--- config.mk ---
export PLATFORM = sky130hd
export DESIGN_NAME = vr_skid_buffer
export DESIGN_NICKNAME = d
export VERILOG_FILES = /design/src/rtl/vr_pkg.sv /design/src/rtl/vr_data_reg.sv /design/src/rtl/vr_skid_buffer.sv
export SDC_FILE = /design/constraint.sdc
export NUM_CORES = 1
export LEC_CHECK = 0
export BUFFER_PORTS_ARGS = -buffer_cell sky130_fd_sc_hd__buf_2
export CAP_MARGIN = 20
export CORE_MARGIN = 2
export CORE_UTILIZATION = 53
export DETAILED_ROUTE_END_ITERATION = 6
export PLACE_DENSITY = 0.79
export SYNTH_ARGS = -nofsm -noshare
export SYNTH_HDL_FRONTEND = slang
export SYNTH_HIERARCHICAL = 1
export SYNTH_SLANG_ARGS = --single-unit
--- constraint.sdc ---
create_clock -name clk -period 1.55 [get_ports clk]
set_input_delay 0.155 -clock clk [delete_from_list [all_inputs] [get_ports clk]]
set_output_delay 0.155 -clock clk [all_outputs]
set_load 0.05 [all_outputs]
--- src/rtl/vr_pkg.sv ---
// Shared definitions for the valid/ready skid buffer.
//   vr_state_e     : buffer fill state (EMPTY / BUSY / FULL)
//   DATA_W_DEFAULT : default payload width
package vr_pkg;

    typedef enum logic [1:0] {
        EMPTY = 2'd0,
        BUSY  = 2'd1,
        FULL  = 2'd2
    } vr_state_e;

    localparam int DATA_W_DEFAULT = 32;

endpackage

--- src/rtl/vr_data_reg.sv ---
// Load-enable data register with synchronous active-high clear.
//   clk  : clock
//   rst  : synchronous reset, clears q to 0
//   ld   : load d into q on the next rising edge
//   d    : data in
//   q    : registered data out
module vr_data_reg
    import vr_pkg::*;
#(
    parameter int DATA_W = DATA_W_DEFAULT
) (
    input  logic              clk,
    input  logic              rst,
    input  logic              ld,
    input  logic [DATA_W-1:0] d,
    output logic [DATA_W-1:0] q
);

    always_ff @(posedge clk) begin
        if (rst)
            q <= '0;
        else if (ld)
            q <= d;
    end

endmodule

--- src/rtl/vr_skid_buffer.sv ---
// Two-entry valid/ready skid buffer. All handshake outputs decode from
// state_q only, so there is no combinational path from dst_ready to
// src_ready.
//   clk, rst   : clock, synchronous active-high reset
//   src_valid  : producer offers src_data
//   src_data   : producer payload
//   src_ready  : buffer accepts a word this cycle
//   dst_valid  : dst_data holds a valid word
//   dst_data   : oldest buffered word (main_q)
//   dst_ready  : consumer takes dst_data this cycle
//   occupancy  : buffered word count, 0..2
module vr_skid_buffer
    import vr_pkg::*;
#(
    parameter int DATA_W = DATA_W_DEFAULT
) (
    input  logic              clk,
    input  logic              rst,
    input  logic              src_valid,
    input  logic [DATA_W-1:0] src_data,
    output logic              src_ready,
    output logic              dst_valid,
    output logic [DATA_W-1:0] dst_data,
    input  logic              dst_ready,
    output logic [1:0]        occupancy
);

    vr_state_e         state_q, state_d;
    logic [DATA_W-1:0] main_q, skid_q, main_d;
    logic              main_ld, main_sel_skid, skid_ld;
    logic              in_xfer, out_xfer;

    assign src_ready = (state_q != FULL);
    assign dst_valid = (state_q != EMPTY);
    assign dst_data  = main_q;
    assign occupancy = (state_q == FULL) ? 2'd2 :
                       (state_q == BUSY) ? 2'd1 : 2'd0;

    assign in_xfer  = src_valid && src_ready;
    assign out_xfer = dst_valid && dst_ready;

    always_comb begin
        state_d       = state_q;
        main_ld       = 1'b0;
        main_sel_skid = 1'b0;
        skid_ld       = 1'b0;
        case (state_q)
            EMPTY: begin
                if (in_xfer) begin
                    main_ld = 1'b1;
                    state_d = BUSY;
                end
            end
            BUSY: begin
                if (in_xfer && !out_xfer) begin
                    // consumer stalled: park the new word behind main_q
                    skid_ld = 1'b1;
                    state_d = FULL;
                end else if (!in_xfer && out_xfer) begin
                    state_d = EMPTY;
                end else if (in_xfer && out_xfer) begin
                    main_ld = 1'b1;
                end
            end
            FULL: begin
                // src_ready is low here, so only the drain side can move
                if (out_xfer) begin
                    main_ld       = 1'b1;
                    main_sel_skid = 1'b1;
                    state_d       = BUSY;
                end
            end
            default: state_d = EMPTY;
        endcase
    end

    assign main_d = main_sel_skid ? skid_q : src_data;

    always_ff @(posedge clk) begin
        if (rst)
            state_q <= EMPTY;
        else
            state_q <= state_d;
    end

    vr_data_reg #(.DATA_W(DATA_W)) u_main (
        .clk (clk),
        .rst (rst),
        .ld  (main_ld),
        .d   (main_d),
        .q   (main_q)
    );

    vr_data_reg #(.DATA_W(DATA_W)) u_skid (
        .clk (clk),
        .rst (rst),
        .ld  (skid_ld),
        .d   (src_data),
        .q   (skid_q)
    );

endmodule

==> flow_summary.yaml <==
run_status:
  outcome: "finished, final reports clean"
timing:
  setup_viol: 0
  rsz0062_at_grt: "no"
  hold_violations: 0
  timing.slew.headroom: 0.7992
  worstMarginPinSlew_ps: 301.2
  fin_ws_ps: 83.67
  period_minus_slack_ps: 1466
  maxSlewViolCount: 0
  tns_ps: 0
  fmax_mhz: 682.0
  finClkSkew_ps: 7.542
  period_share: 0.9460
routing:
  antenna_left: 0
  vias_per_cell: 5.012
  drt_wl_total_um: 5457
  drcViolationCount: 0
  wl_met1_um: 2549
  wl_met3_um: 264
  drtIter0Drc: 95
  wl_met2_um: 2582
  num_vias: 2030
  highest_layer: "met4"
  drt-wirelength-per-cell_um: 13.47
  firstDrtPassIters: 4
final_layout:
  utilization: 0.6734
  drive_gt1_frac: 0.4000
  final_area_um2: 3483
  syn2layout_area_growth_pct: 20.36
  antennaDiodeCount: 0
  finalNetCount: 367
flow_run:
  drv_cap: 0
place:
  port_buffers: 71
  place_area_um2: 3299
  pre_cts_slack_ps: 92.05
  post-dp-hpwl_um: 3659
  gp_congestion: 0.7286
clock_tree:
  postCtsHoldBufs: 0
  ctsResizeCount: 0
  clk_latency_ps: 330
  cts.clk_slew.worst_paths_ps: 70
  root_buffer: "clkbuf_8"
  htreeDepth: 3
  cts_tree: "yes"
  cts_setup_buffers: 0
  ctsLongestPathBuffers: 2
  clock-sinks: 66
  numCtsBuffers: 9
logic_synthesis:
  syn_area_um2: 2894
  yosysWarnings: 6
  synth.distinct_cells: 21
  avgSynthCellArea_um2: 11.22
  synth_fp_nets: 294
  ys_seq_area_frac: 0.4565
  synth-seq-cells: 66
  syn_inst: 258
critical_path:
  reg2reg_depth: 5
  cp-start-kind: "flip-flop"
  arrival_ps: 1310
  critPathKind: "flip-flop to output pin"
  cp_data_required_time_ps: 1390
  r2r_slack_ps: 90
  worstPathMaxFanout: 7
  cp-end-kind: "output pin"
floorplan:
  coreArea_um2: 5172
  initial_core_util: 0.5595
  rows: 26
  die-height_um: 77.90
  dieArea_um2: 6068
  pin_count: 72
  die_width_um: 77.90
global_routing:
  grt_pass1_vias: 1908
  overflow: 0
  grtUsageTotal: 0.1825
  grt_pass1_wl_um: 8735
  antenna_found_initial: 0
  grt_max_degree: 67
power_and_ir_drop:
  ir_drop_uv: 902.7
  design_power_total_w: 0.003943
  total_leakage_power_nw: 1.583
  p_per_area_nw_per_um2: 1132
hold_path:
  hp-class: "input port to flip-flop"
  hold_path_depth: 3
## worst paths after layout
check / start / end
max: state_q[0] / dst_valid
min: src_data[22] / u_skid/q[22]
max reg2reg: state_q[0] / u_main/q[8]
min reg2reg: u_main/q[15] / u_main/q[15]
## cells in the final DEF, fill, tap and decap left out, drive strengths merged
master  netlist  routed
a211oi        1       1
a41oi         1       1
and2b         1       1
and4bb        1       1
buf          12      80
bufinv        0       1
clkbuf        6       9
clkinv        0       5
dfxtp        66      66
inv           1       1
mux2         32      32
mux2i        65      65
nand3b        3       3
nor2         64      64
nor2b         1       1
o21ai         1       1
or2           1       1
or3b          1       1
or4b          1       1
## layer usage
layer  GRT usage  vias to the layer above
met5           0                        -
met4     0.06316                        0
met3     0.05116                        5
met2      0.2983                       47
met1      0.2314                      949
li1            -                     1029
## stage by stage
stage / instances / hold WS, ps
6_report: 405 / 79.51
5_1_grt: 405 / 78.05
4_1_cts: 405 / 64.60
3_5_place_dp: 390 / 413.6
3_3_place_gp: 390 / 398.1
2_1_floorplan: 258 / 218.3
## layout make-up
cell class	count	area [um^2]
Clock buffer	9	123.9
Clock inverter	6	58.81
Fill cell	431	1689
Inverter	1	3.754
Multi-Input combinational cell	173	1389
Sequential cell	66	1323
Tap cell	70	87.58
Timing Repair Buffer	80	498.0
## critical path: stages, from the launching register on
cell,delay [ps]
dfxtp_1,320
buf_4,170
or2_2,290
buf_2,210
## cell usage after synthesis
master    number  area, um^2
and4bb_2       1       12.51
mux2_2        30       337.8
a211oi_1       1       7.510
clkbuf_1       6       22.52
nand3b_1       2       15.01
or3b_2         1       8.760
nor2b_1        1       6.260
a41oi_2        1       16.27
nor2_1        64       240.2
buf_6          3       33.78
mux2i_1       65       650.6
buf_12         6       120.1
dfxtp_1       66        1321
inv_1          1       3.750
nand3b_4       1       20.02
buf_4          3       22.52
and2b_1        1       7.510
mux2_1         2       22.52
o21ai_0        1       5.000
or4b_4         1       13.76
or2_2          1       6.260
## cell families (layout without fill, tap and decap cells)
group | after synthesis | in the layout | share of synthesized area
DFF | 66 | 66 | 0.4566
and+or+nand+nor | 73 | 73 | 0.1141
AOI/OAI and AO/OA | 3 | 3 | 0.009945
buffers and inverters | 19 | 96 | 0.07004
muxes | 97 | 97 | 0.3493
## registers in the layout, summed over array words and instances, names as in the netlist
register,count
u_main/q,32
state_q,2
u_skid/q,32
## power breakdown
| group | leakage, nW | switching, W | internal [W] |
|---|---|---|---|
| Clock | 0.0986 | 0.000621 | 0.000725 |
| Combinational | 0.944 | 0.000483 | 0.000280 |
| Sequential | 0.540 | 0.0000461 | 0.00179 |
| Total | 1.58 | 0.00115 | 0.00279 |
No activity file was read; power rests on OpenSTA's default activity.
